$ cat src/rtl/alu_pkg.sv
// Shared ALU opcode encodings and sequencer state encoding.
package alu_pkg;

    localparam logic [2:0] OP_AND = 3'b000;
    localparam logic [2:0] OP_OR  = 3'b001;
    localparam logic [2:0] OP_XOR = 3'b010;
    localparam logic [2:0] OP_NOR = 3'b011;
    localparam logic [2:0] OP_SLT = 3'b100;
    localparam logic [2:0] OP_ADD = 3'b101;
    localparam logic [2:0] OP_SUB = 3'b110;
    localparam logic [2:0] OP_MOD = 3'b111;

    typedef enum logic [1:0] {
        ST_IDLE = 2'd0,
        ST_CALC = 2'd1,
        ST_DONE = 2'd2
    } state_t;

endpackage

$ cat src/rtl/alu_seq_if.sv
// Request/result bundle between the control stage and the sequential ALU.
interface alu_seq_if #(
    parameter int WIDTH = 32
);
    logic             start;
    logic [2:0]       alu_op;
    logic [WIDTH-1:0] a;
    logic [WIDTH-1:0] b;
    logic [WIDTH-1:0] result;
    logic             v;
    logic             zero;
    logic             busy;
    logic             done;

    modport master (
        output start, alu_op, a, b,
        input  result, v, zero, busy, done
    );

    modport slave (
        input  start, alu_op, a, b,
        output result, v, zero, busy, done
    );
endinterface

$ cat src/rtl/alu_mod_unit.sv
// Restoring remainder engine: one dividend bit per step, MSB first, WIDTH steps.
module alu_mod_unit #(
    parameter int WIDTH = 32
) (
    input  logic             clk,
    input  logic             rst_n,
    input  logic             i_load,
    input  logic             i_step,
    input  logic [WIDTH-1:0] i_b,
    input  logic             i_dvd_bit,
    output logic [WIDTH-1:0] o_rem,
    output logic             o_last
);
    localparam int CNT_W = $clog2(WIDTH + 1);

    // The partial remainder never exceeds the dividend prefix seen so far, so
    // its MSB stays clear until the final step, whose full value leaves via o_rem.
    logic [WIDTH-2:0] r_rem;
    logic [CNT_W-1:0] r_cnt;
    logic [WIDTH-1:0] w_shift;

    assign w_shift = {r_rem, i_dvd_bit};
    assign o_rem   = (w_shift >= i_b) ? (w_shift - i_b) : w_shift;
    assign o_last  = (r_cnt == CNT_W'(1));

    always_ff @(posedge clk or negedge rst_n) begin
        if (!rst_n) begin
            r_rem <= '0;
            r_cnt <= '0;
        end else if (i_load) begin
            r_rem <= '0;
            r_cnt <= CNT_W'(WIDTH);
        end else if (i_step) begin
            r_rem <= o_rem[WIDTH-2:0];
            r_cnt <= r_cnt - CNT_W'(1);
        end
    end

endmodule

$ cat src/rtl/alu_seq.sv
// Multi-cycle WIDTH-bit MIPS ALU: logic/slt/add/sub in one cycle,
// unsigned modulo through the iterative remainder engine.
module alu_seq
    import alu_pkg::*;
#(
    parameter int WIDTH = 32
) (
    input  logic     clk,
    input  logic     rst_n,
    alu_seq_if.slave bus
);
    state_t           r_state;
    state_t           w_state_nxt;
    logic [WIDTH-1:0] r_result;
    logic             r_v;
    logic             r_zero;
    logic [WIDTH-1:0] r_dvd;
    logic [WIDTH-1:0] r_b;

    logic             w_accept;
    logic             w_mod_iter;
    logic             w_wr_alu;
    logic             w_step;
    logic             w_last;
    logic             w_wr_mod;
    logic             w_inv;
    logic             w_ovf;
    logic             w_set;
    logic             w_v;
    logic [WIDTH-1:0] w_bx;
    logic [WIDTH-1:0] w_res;
    logic [WIDTH-1:0] w_rem;
    logic [WIDTH:0]   w_sum;

    assign w_accept   = (r_state == ST_IDLE) && bus.start;
    assign w_mod_iter = w_accept && (bus.alu_op == OP_MOD) && (bus.b != '0);
    assign w_wr_alu   = w_accept && !w_mod_iter;
    assign w_step     = (r_state == ST_CALC);
    assign w_wr_mod   = w_step && w_last;

    // One shared adder: sub and slt invert b and inject a carry-in of 1.
    assign w_inv = (bus.alu_op == OP_SUB) || (bus.alu_op == OP_SLT);
    assign w_bx  = w_inv ? ~bus.b : bus.b;
    assign w_sum = {1'b0, bus.a} + {1'b0, w_bx} + {{WIDTH{1'b0}}, w_inv};
    // Carry into the MSB is recovered from the MSB sum bit and its operands.
    assign w_ovf = (w_sum[WIDTH-1] ^ bus.a[WIDTH-1] ^ w_bx[WIDTH-1]) ^ w_sum[WIDTH];
    assign w_set = w_sum[WIDTH-1] ^ w_ovf;

    always_comb begin
        w_res = '0;
        w_v   = 1'b0;
        case (bus.alu_op)
            OP_AND:  w_res = bus.a & bus.b;
            OP_OR:   w_res = bus.a | bus.b;
            OP_XOR:  w_res = bus.a ^ bus.b;
            OP_NOR:  w_res = ~(bus.a | bus.b);
            OP_SLT:  w_res = {{(WIDTH-1){1'b0}}, w_set};
            OP_ADD,
            OP_SUB: begin
                w_res = w_sum[WIDTH-1:0];
                w_v   = w_ovf;
            end
            default: w_res = bus.a;  // mod reaches here only with b == 0
        endcase
    end

    alu_mod_unit #(
        .WIDTH(WIDTH)
    ) u_mod (
        .clk      (clk),
        .rst_n    (rst_n),
        .i_load   (w_mod_iter),
        .i_step   (w_step),
        .i_b      (r_b),
        .i_dvd_bit(r_dvd[WIDTH-1]),
        .o_rem    (w_rem),
        .o_last   (w_last)
    );

    always_ff @(posedge clk or negedge rst_n) begin
        if (!rst_n) begin
            r_state <= ST_IDLE;
        end else begin
            r_state <= w_state_nxt;
        end
    end

    always_comb begin
        w_state_nxt = r_state;
        case (r_state)
            ST_IDLE: if (bus.start) w_state_nxt = w_mod_iter ? ST_CALC : ST_DONE;
            ST_CALC: if (w_last) w_state_nxt = ST_DONE;
            ST_DONE: w_state_nxt = ST_IDLE;
            default: w_state_nxt = ST_IDLE;
        endcase
    end

    always_comb begin
        bus.busy = 1'b0;
        bus.done = 1'b0;
        case (r_state)
            ST_CALC: bus.busy = 1'b1;
            ST_DONE: begin
                bus.busy = 1'b1;
                bus.done = 1'b1;
            end
            default: ;
        endcase
    end

    // Result flags move only on the edge that enters DONE.
    always_ff @(posedge clk or negedge rst_n) begin
        if (!rst_n) begin
            r_result <= '0;
            r_v      <= 1'b0;
            r_zero   <= 1'b1;
        end else if (w_wr_alu) begin
            r_result <= w_res;
            r_v      <= w_v;
            r_zero   <= (w_res == '0);
        end else if (w_wr_mod) begin
            r_result <= w_rem;
            r_v      <= 1'b0;
            r_zero   <= (w_rem == '0);
        end
    end

    always_ff @(posedge clk) begin
        if (w_mod_iter) begin
            r_dvd <= bus.a;
            r_b   <= bus.b;
        end else if (w_step) begin
            r_dvd <= {r_dvd[WIDTH-2:0], 1'b0};
        end
    end

    assign bus.result = r_result;
    assign bus.v      = r_v;
    assign bus.zero   = r_zero;

endmodule

$ cat src/flat_wrapper.sv
// flat-port wrapper written by rule: the top's interface ports become plain ports
module alu_seq_flat import alu_pkg::*;
#(
    parameter int WIDTH = 32
)
  (clk, rst_n, bus_start, bus_alu_op, bus_a, bus_b, bus_result, bus_v, bus_zero, bus_busy, bus_done);
  alu_seq_if #(.WIDTH(WIDTH)) bus_i ();
  input  logic clk;
  input  logic rst_n;
  input wire logic [$bits(bus_i.start)-1:0] bus_start;
  input wire logic [$bits(bus_i.alu_op)-1:0] bus_alu_op;
  input wire logic [$bits(bus_i.a)-1:0] bus_a;
  input wire logic [$bits(bus_i.b)-1:0] bus_b;
  output wire logic [$bits(bus_i.result)-1:0] bus_result;
  output wire logic [$bits(bus_i.v)-1:0] bus_v;
  output wire logic [$bits(bus_i.zero)-1:0] bus_zero;
  output wire logic [$bits(bus_i.busy)-1:0] bus_busy;
  output wire logic [$bits(bus_i.done)-1:0] bus_done;
  assign bus_i.start = bus_start;
  assign bus_i.alu_op = bus_alu_op;
  assign bus_i.a = bus_a;
  assign bus_i.b = bus_b;
  assign bus_result = bus_i.result;
  assign bus_v = bus_i.v;
  assign bus_zero = bus_i.zero;
  assign bus_busy = bus_i.busy;
  assign bus_done = bus_i.done;
  alu_seq #(.WIDTH(WIDTH)) u_core (.clk(clk), .rst_n(rst_n), .bus(bus_i));
endmodule
$ cat config.mk
export PLATFORM = sky130hd
export DESIGN_NAME = alu_seq_flat
export DESIGN_NICKNAME = d
export VERILOG_FILES = /design/src/rtl/alu_pkg.sv /design/src/rtl/alu_seq_if.sv /design/src/rtl/alu_mod_unit.sv /design/src/rtl/alu_seq.sv /design/src/flat_wrapper.sv
export SDC_FILE = /design/constraint.sdc
export NUM_CORES = 1
export LEC_CHECK = 0
export CORE_ASPECT_RATIO = 2
export CORE_MARGIN = 2
export CORE_UTILIZATION = 40
export DETAILED_ROUTE_END_ITERATION = 8
export PLACE_DENSITY = 0.7
export SLEW_MARGIN = 20
export SYNTH_ARGS = -nofsm -noshare
export SYNTH_HDL_FRONTEND = slang
export SYNTH_SLANG_ARGS = --single-unit
$ cat constraint.sdc
create_clock -name clk -period 5.4 [get_ports clk]
set_clock_uncertainty 0.1 [all_clocks]
set_input_delay 0.81 -clock clk [delete_from_list [all_inputs] [get_ports clk]]
set_output_delay 0.81 -clock clk [all_outputs]
set_load 0.02 [all_outputs]
Word level (Yosys, flattened, before mapping)
Cells that the tools add are included.
Word-level totals
  logic and storage cells: 73
  flip-flop bits (word level): 137
  input port bits: 70
Operators by class
  add/subtract/negate cells: 4
  reductions and logical operators: 17
  $lt $le $gt $ge: 1
  bitwise logic cells: 9
  equal/unequal tests: 12
  muxes and demuxes: 22
Operator list (count)
  $mux W32: 6
  $pmux W32 S6: 1
  $logic_not A32 Y1: 2
  $not A32 Y32: 2
  $mux W31: 2
  $add A32 B32 Y33: 1
  $add A33 B1 Y33: 1
  $and A32 B32 Y32: 1
  $ge A32 B32 Y1: 1
  $or A32 B32 Y32: 1
  $reduce_bool A32 Y1: 1
  $sub A32 B32 Y32: 1
  $xor A32 B32 Y32: 1
  $eq A3 B3 Y1 const B: 4
  $mux W6: 2
  $mux W1: 7
  $eq A3 B2 Y1 const B: 2
  $eq A6 B1 Y1 const B: 1
  $mux W2: 3
  $sub A6 B1 Y6 const B: 1
  $logic_and A1 B1 Y1: 5
  $ne A2 B2 Y1 const B: 2
  $pmux W2 S2: 1
  $reduce_bool A2 Y1: 2
  other kinds (10): 14

Logic depth before layout (Yosys ltp)
Gate-level depths: netlist of run 1.
  word-level depth: 12
  depth in mapped cells: 18
  depth with buffers taken out: 15

Modules after synthesis
Synthesis of run 1 repeated with hierarchy kept, for this count alone.
Second synthesis, totals
  cells, all modules: 1554
  area total of the unflattened synthesis: 13088.8 um2
By module, submodules not included
  alu_seq: cells an instance 1055, area each 9039.9 um2, times used 1
  alu_mod_unit: cells an instance 499, area each 4048.9 um2, times used 1

Worst setup path before layout of run 1
No wires, ideal clock.
  path type: input to register
  start point: input port bus_alu_op[0]
  end point: register u_core.r_zero (netlist: u_core.bus.zero)
  path slack: 0.577 ns
  arrival time: 4.663 ns
  stages: 17
  data required time: 5.240 ns
  buffers on the path: 3
  path through: buf_2 > nor2b_1 > buf_2 > buf_1 > xnor2_1 > fa_1 > a211o_1 > a221oi_2 > a211oi_2 > o211a_1 > or3_1 > a31o_1 > nand4b_1 > nor4_1 > nand4_1 > nor4b_2 > a211o_1
On the way
  longest elaborated chain between the ends: 12
RTL lines
  from (decl): RTL line flat_wrapper.sv:11  | input wire logic [$bits(bus_i.alu_op)-1:0] bus_alu_op;
  $eq A3 B3 Y1: RTL line alu_seq.sv:42, alu_seq.sv:52
  $logic_or A1 B1 Y1: RTL line alu_seq.sv:42  | assign w_inv = (bus.alu_op == OP_SUB) || (bus.alu_op == OP_SLT);
  $mux W32: RTL line alu_seq.sv:43  | assign w_bx = w_inv ? ~bus.b : bus.b;
  $add A32 B32 Y33: RTL line alu_seq.sv:44  | assign w_sum = {1'b0, bus.a} + {1'b0, w_bx} + {{WIDTH{1'b0}}, w_inv};
  $add A33 B1 Y33: RTL line alu_seq.sv:44
  $xor A1 B1 Y1 (3 in a row): RTL line alu_seq.sv:46  | assign w_ovf = (w_sum[WIDTH-1] ^ bus.a[WIDTH-1] ^ w_bx[WIDTH-1]) ^ w_sum[WIDTH];
  $xor A1 B1 Y1: RTL line alu_seq.sv:47  | assign w_set = w_sum[WIDTH-1] ^ w_ovf;
  $pmux W32 S6: RTL line alu_seq.sv:52  | case (bus.alu_op)
  $logic_not A32 Y1: RTL line alu_seq.sv:120  | r_zero <= (w_res == '0);
  $mux W1: RTL line alu_seq.sv:117  | end else if (w_wr_alu) begin
  to (signal assigned): RTL line alu_seq.sv:120
  to (signal assigned): RTL line alu_seq.sv:124  | r_zero <= (w_rem == '0);
  to (decl): RTL line alu_seq.sv:16  | logic r_zero;
Several ways; a longest one is shown, not always the timed one.
A chain may end at the register's enable or synchronous reset.

Worst setup path after layout of run 1
  start point: register u_core.u_mod.r_rem[23]
  end point: register u_core.r_zero (netlist: u_core.bus.zero)
On the way
  longest elaborated chain between the ends: 5
RTL lines
  from (decl): RTL line alu_mod_unit.sv:18  | logic [WIDTH-2:0] r_rem;
  from (signal assigned): RTL line alu_mod_unit.sv:34  | r_rem <= o_rem[WIDTH-2:0];
  $sub A32 B32 Y32 / $ge A32 B32 Y1 (equally long branches): RTL line alu_mod_unit.sv:23  | assign o_rem = (w_shift >= i_b) ? (w_shift - i_b) : w_shift;
  $mux W32 *: RTL line alu_mod_unit.sv:23
  $logic_not A32 Y1 *: RTL line alu_seq.sv:124
  $mux W1 *: RTL line alu_seq.sv:121  | end else if (w_wr_mod) begin
  $mux W1 *: RTL line alu_seq.sv:117
Every way passes the cells marked *; elsewhere a longest branch is shown, timed or not. The select of a mux whose other input is x is not followed.

==> flow_summary_export.csv, run 1 <==
group,metric,value,unit
run_status,status,"finished, final reports clean",
logic_synthesis,syn_area,12600,um2
pwr,powerDensity,422,nW/um2
clock_network,cts_max_level,4,
sta,grt_setup_unrepaired,"no",
placed_design,place_congestion,1.00,
clock_network,root_buffer,"clkbuf_16",
clock_network,post_cts_buffers,0,
sta,clock.fmax,213,MHz
setup_path,cpPeakStageDelay,0.73,ns
logic_synthesis,synth.yosys.seq_area_share,0.297,
floorplan,ios,106,
sta,setup-violations-final,0,
global_routing,antenna_found_initial,0,
clock_network,cts_tree,"done",
drt,routed_via_density,5.86,
pwr,p_leak,6.30,nW
global_routing,track_usage,0.250,
setup_path,cp_max_fo,22,
logic_synthesis,synthArstFlopShare,0.533,
drt,wirelength,41.2,mm
pwr,p_int,3.50,mW
worst_hold_path,hp-class,"in -> async",
pwr,comb_power_share,0.546,
drt,first_pass_iters,7,
global_routing,gr-total-overflow,0,
logic_synthesis,synth-warning-count,0,
logic_synthesis,yosysTopAreaCell,"edfxtp_1",
logic_synthesis,syn_area_per_cell,8.74,um2
final_layout,drive_gt1_frac,0.103,
drt,route.detailed.drc,0,
pwr,p_switching,2.82,mW
logic_synthesis,synth_commonest_cells,"ha_1 (132), inv_1 (122), nor2_1 (113)",
clock_network,cts_buffers,17,
flow_run,max_cap_viol_count,0,
sta,max_slew_margin,0.328,
sta,hold_viol,0,
drt,wl_per_cell,20.7,um
pwr,p_seq_frac,0.262,
logic_synthesis,netlist_instances,1445,
sta,tns,0,ns
final_layout,nNetsFinal,1756,
logic_synthesis,synth_area_leaders,"edfxtp_1 (15%), dfrtp_1 (14%), ha_1 (13%)",
global_routing,grt_max_degree,74,
pwr,swShare,0.446,
logic_synthesis,synth_ff_type,"dfrtp_1",
sta,finalCritPeriodShare,0.869,
clock_network,ctsResizeCount,0,
floorplan,initial_utilization,0.403,
setup_path,crit_buf_inv,0,
setup_path,setup.worst_path.end_class,"flop",
pwr,vdd_drop_max,0.415,mV
setup_path,criticalPathCategory,"reg -> reg",
floorplan,dieArea,33100,um2
final_layout,area_growth,18.5,%
global_routing,grt_pass1_vias,11317,
clock_network,cts.reportedPaths.clkPinSlew,0.07,ns
clock_network,clkSinkCount,137,
sta,slew_viol_final,0,
floorplan,die_y,255,um
clock_network,hold_buffers,0,
logic_synthesis,synth_edf_count,64,
placed_design,placed_cell_area,14400,um2
drt,detail-route-antenna-nets,0,
clock_network,cts_buffer_depth,2,
pwr,pwr-share-clk,0.192,
floorplan,floorplan.rows,92,
logic_synthesis,yosysMostFrequentCell,"ha_1",
setup_path,crit_path_frequent_cell,"nor4_1",
logic_synthesis,synth.distinct_cells,91,
setup_path,timing.critical_path.arrival,4.98,ns
drt,drtIter0Drc,867,
setup_path,cpMaxStageDelayCell,"a21oi_4",
placed_design,detailedPlacementHpwl,31.6,mm
floorplan,coreArea,31300,um2
logic_synthesis,synth_top_area_frac,0.152,
logic_synthesis,synth.net_count,1649,
sta,period_minus_slack,4.69,ns
setup_path,path_cells,"ha_1 > nand4_1 > nor4_1 > nand3_1 > nand2_1 > nor2_1 > a21oi_4 > mux2_4 > nand4b_1 > or4_1 > nor4_1 > a211o_1",
setup_path,cp.required,5.69,ns
logic_synthesis,ys_seq_elements,137,
clock_network,clock_latency,0.44,ns
drt,vias,11640,
placed_design,portBuffers,105,
setup_path,crit_path_start_kind,"flop",
setup_path,cp_top_family,"simple AND/OR/NAND/NOR gates",
final_layout,diodes,0,
sta,tightest_slew,1.01,ns
floorplan,die_w,130,um
global_routing,grt_pass1_wl,64.2,mm
final_layout,final_cell_area,15000,um2
## power by group through the flow
| stage | Combinational, mW | Sequential (mW) | Clock [mW] |
|---|---|---|---|
| after floorplan | 2.18 | 1.72 | 0 |
| after global placement | 3.37 | 1.66 | 0 |
| after detailed placement | 3.39 | 1.66 | 0 |
| after CTS | 3.42 | 1.65 | 1.22 |
| after global routing | 3.77 | 1.69 | 1.26 |
| final | 3.45 | 1.66 | 1.21 |
## final cells by class
class | instances | area, um2
clock inverter | 12 | 143
sequential | 137 | 3750
inverter | 122 | 458
timing repair buffer | 163 | 1500
multi-input combinational | 1111 | 8160
clock buffer | 20 | 437
fill | 3062 | 16300
tap | 423 | 529
## layout by cell type, fill, tap and decap left out, drive strengths merged, types with 9 or more instances in the layout
master,n
ha,132
inv,126
nor2,113
o21ai,110
nand2,102
clkdlybuf4s50,102
a21oi,95
dfrtp,72
edfxtp,64
buf,61
mux2i,59
xnor2,56
a211oi,41
mux2,38
xor2,33
nand3,27
nand4,21
nor4,20
o211ai,20
clkbuf,20
o21a,18
nor3,17
o22a,17
o22ai,15
a21o,14
a31oi,13
or3,10
a211o,9
and3,9
## metal layers
layer	vias to the layer above	wire (um)	global-route usage
li1	5511	-	-
met1	5559	16800	0.327
met2	470	19400	0.397
met3	100	2760	0.0389
met4	0	2160	0.126
met5	-	0	0
## metrics by stage
stage | total power [mW] | utilization | hold slack (ns) | worst slack, ns | cells
4_1_cts | 6.30 | 0.478 | 0.443 | 0.756 | 1988
5_1_grt | 6.72 | 0.478 | 0.454 | 0.327 | 1988
2_1_floorplan | 3.90 | - | 0.391 | 0.577 | 1445
6_report | 6.32 | 0.478 | 0.417 | 0.707 | 1988
3_3_place_gp | 5.03 | 0.460 | 0.400 | 0.351 | 1956
3_5_place_dp | 5.05 | 0.460 | 0.429 | 0.364 | 1956
## flip-flops by register name, summed over array words and instances (netlist names)
register,cells
u_core.u_mod.r_rem,31
u_core.bus.zero,1
u_core.bus.result,32
u_core.r_state,2
u_core.r_dvd,32
u_core.r_b,32
u_core.u_mod.r_cnt,6
u_core.bus.v,1
## kinds of logic (layout without fill, tap and decap cells)
logic type	Yosys count	after routing	share of synthesized area
buf+inv	197	317	0.0607
fa+ha+maj	134	134	0.134
xor+xnor	89	89	0.0617
flops	137	137	0.297
compound gates	427	427	0.229
simple gates	364	364	0.137
mux	97	97	0.0809
## final timing paths
path	from	end	slack, ns	depth (start not counted)
setup / recovery	u_core.u_mod.r_rem[23]	u_core.bus.zero	0.71	12
hold / removal	rst_n	u_core.bus.result[11]	0.42	1
setup reg to reg	u_core.u_mod.r_rem[23]	u_core.bus.zero	0.71	12
hold reg to reg	u_core.r_dvd[18]	u_core.r_dvd[19]	0.44	1
max in group asynchronous	rst_n	u_core.u_mod.r_rem[5]	4.10	1
min in group clk	u_core.r_dvd[18]	u_core.r_dvd[19]	0.44	1
Note: power is estimated with default switching activity, not from simulation.
==> run 2: changes to the inputs <==
==> constraint.sdc (replaced) <==
create_clock -name clk -period 5.65 [get_ports clk]
set_clock_uncertainty 0.1 [all_clocks]
set_input_delay 0.8475 -clock clk [delete_from_list [all_inputs] [get_ports clk]]
set_output_delay 0.8475 -clock clk [all_outputs]
set_load 0.02 [all_outputs]
==> flow_summary_export.csv, run 2 (synthesis results as in run 1) <==
group,metric,value,unit
run_status,status,"finished, final reports clean",
drt,wl_per_cell,20.4,um
setup_path,cp_top_family,"simple AND/OR/NAND/NOR gates",
setup_path,cp_max_fo,18,
clock_network,post_cts_buffers,0,
global_routing,antenna_found_initial,0,
worst_hold_path,min_from,"u_core.bus.v",
floorplan,floorplan.rows,92,
final_layout,drive_gt1_frac,0.0971,
setup_path,startpoint,"u_core.u_mod.r_rem[23]",
global_routing,grt_pass1_wl,62.1,mm
drt,route.detailed.drc,0,
drt,vias,11506,
drt,drtIter0Drc,907,
global_routing,grt_max_degree,74,
placed_design,portBuffers,105,
sta,finalCritPeriodShare,0.853,
setup_path,crit_path_frequent_cell,"nor4_1",
pwr,p_leak,6.23,nW
sta,slew_viol_final,0,
final_layout,area_growth,17.7,%
pwr,vdd_drop_max,0.332,mV
setup_path,cp_num_cells,12,
final_layout,diodes,0,
sta,period_minus_slack,4.82,ns
clock_network,hold_buffers,0,
floorplan,coreArea,31300,um2
floorplan,ios,106,
setup_path,crit_buf_inv,1,
sta,setup-violations-final,0,
placed_design,place_ws,0.467,ns
final_layout,final_common_cell,"ha_1",
clock_network,cts_buffer_depth,2,
sta,clock.fmax,207,MHz
final_layout,nNetsFinal,1746,
global_routing,grt_pass1_vias,11050,
final_layout,mostFrequentLayoutCells,"ha_1 (131), inv_1 (122), nor2_1 (110)",
floorplan,dieArea,33100,um2
placed_design,place_congestion,0.950,
worst_hold_path,hp-class,"reg -> reg",
global_routing,track_usage,0.244,
clock_network,cts_tree,"done",
setup_path,setup.worst_path.end_class,"flop",
setup_path,path_cells,"ha_1 > nand4_1 > nor4_1 > nand3_1 > nand2_1 > nor2_1 > a21oi_4 > buf_4 > mux2_2 > or4_1 > nor4_1 > a211o_1",
global_routing,gr-total-overflow,0,
sta,max_slew_margin,0.330,
setup_path,crit_path_start_kind,"flop",
pwr,powerDensity,400,nW/um2
sta,tightest_slew,1.00,ns
clock_network,cts_buffers,17,
setup_path,timing.critical_path.arrival,5.12,ns
setup_path,cpMaxStageDelayCell,"a21oi_4",
placed_design,detailedPlacementHpwl,31.4,mm
drt,first_pass_iters,5,
drt,wirelength,40.4,mm
final_layout,fill_cells,3085,
flow_run,max_cap_viol_count,0,
drt,detail-route-antenna-nets,0,
clock_network,clock_latency,0.45,ns
pwr,p_total,5.95,mW
sta,tns,0,ns
worst_hold_path,min_path_cells,2,
setup_path,cpPeakStageDelay,0.68,ns
clock_network,clkSinkCount,137,
clock_network,ctsResizeCount,0,
sta,hold_viol,0,
floorplan,die_w,130,um
floorplan,initial_utilization,0.403,
sta,setup_slack,0.830,ns
clock_network,cts.reportedPaths.clkPinSlew,0.07,ns
drt,routed_via_density,5.82,
clock_network,cts_max_level,4,
floorplan,die_y,255,um
setup_path,r2r_start,"u_core.u_mod.r_rem[23]",
setup_path,r2r_cells,12,
setup_path,criticalPathCategory,"reg -> reg",
setup_path,cp.required,5.95,ns
clock_network,root_buffer,"clkbuf_16",
sta,grt_setup_unrepaired,"no",
==> run 2: changes by cell type in the layout (fill, tap and decap cells not counted) <==
cell,delta
clkinvlp_4,+2
buf_12,-1
inv_6,+4
buf_4,-9
clkinv_2,-2
clkinv_4,-3
bufinv_16,-1
clkinv_1,+1
clkbuf_1,-1
==> run 2: power breakdown <==
group	switching [mW]	leakage, nW	internal, mW
Combinational	1.91	4.48	1.33
Clock	0.501	0.270	0.616
Sequential	0.258	1.48	1.33
Total	2.67	6.23	3.27
==> run 2: final cells by class <==
cell class / instances / area [um2] / share of cell area
Tap cell: 423 / 529 / 0.0356
Sequential cell: 137 / 3750 / 0.252
Clock buffer: 19 / 433 / 0.0291
Multi-Input combinational cell: 1111 / 8160 / 0.549
Timing Repair Buffer: 153 / 1410 / 0.0949
Clock inverter: 13 / 130 / 0.00875
Inverter: 122 / 458 / 0.0308
==> run 2: path summary, 6_finish.rpt <==
path	end	slack, ns
worst max register to register	u_core.bus.zero	0.83
worst min-delay path	u_core.bus.v	0.42
worst min register to register	u_core.bus.v	0.42
max in group asynchronous	u_core.u_mod.r_rem[29]	4.34
min in group asynchronous	u_core.bus.result[2]	0.47
worst max-delay path	u_core.bus.zero	0.83
==> run 2: metal layers <==
layer,wire (um),share of wire,global-route usage
met1,16800,0.42,0.312
met2,19200,0.48,0.395
met3,2260,0.056,0.0358
met4,2160,0.053,0.124
met5,0,0,0
==> run 2: worst register-to-register path, cell delays in order (launching register included) <==
cell     delay (ns)
dfrtp_1        0.43
ha_1           0.42
nand4_1        0.30
nor4_1         0.65
nand3_1        0.18
nand2_1        0.10
nor2_1         0.08
a21oi_4        0.68
buf_4          0.36
mux2_2         0.35
or4_1          0.49
nor4_1         0.44
a211o_1        0.19
==> run 2: through the flow <==
| stage | instance area (um2) | util | hold slack [ns] | std cells |
|---|---|---|---|---|
| floorplan | 12600 | - | 0.391 | 1445 |
| global placement | 14300 | 0.457 | 0.406 | 1946 |
| detailed placement | 14300 | 0.457 | 0.402 | 1946 |
| CTS | 14900 | 0.475 | 0.417 | 1978 |
| global route | 14900 | 0.475 | 0.436 | 1978 |
| finish | 14900 | 0.475 | 0.423 | 1978 |
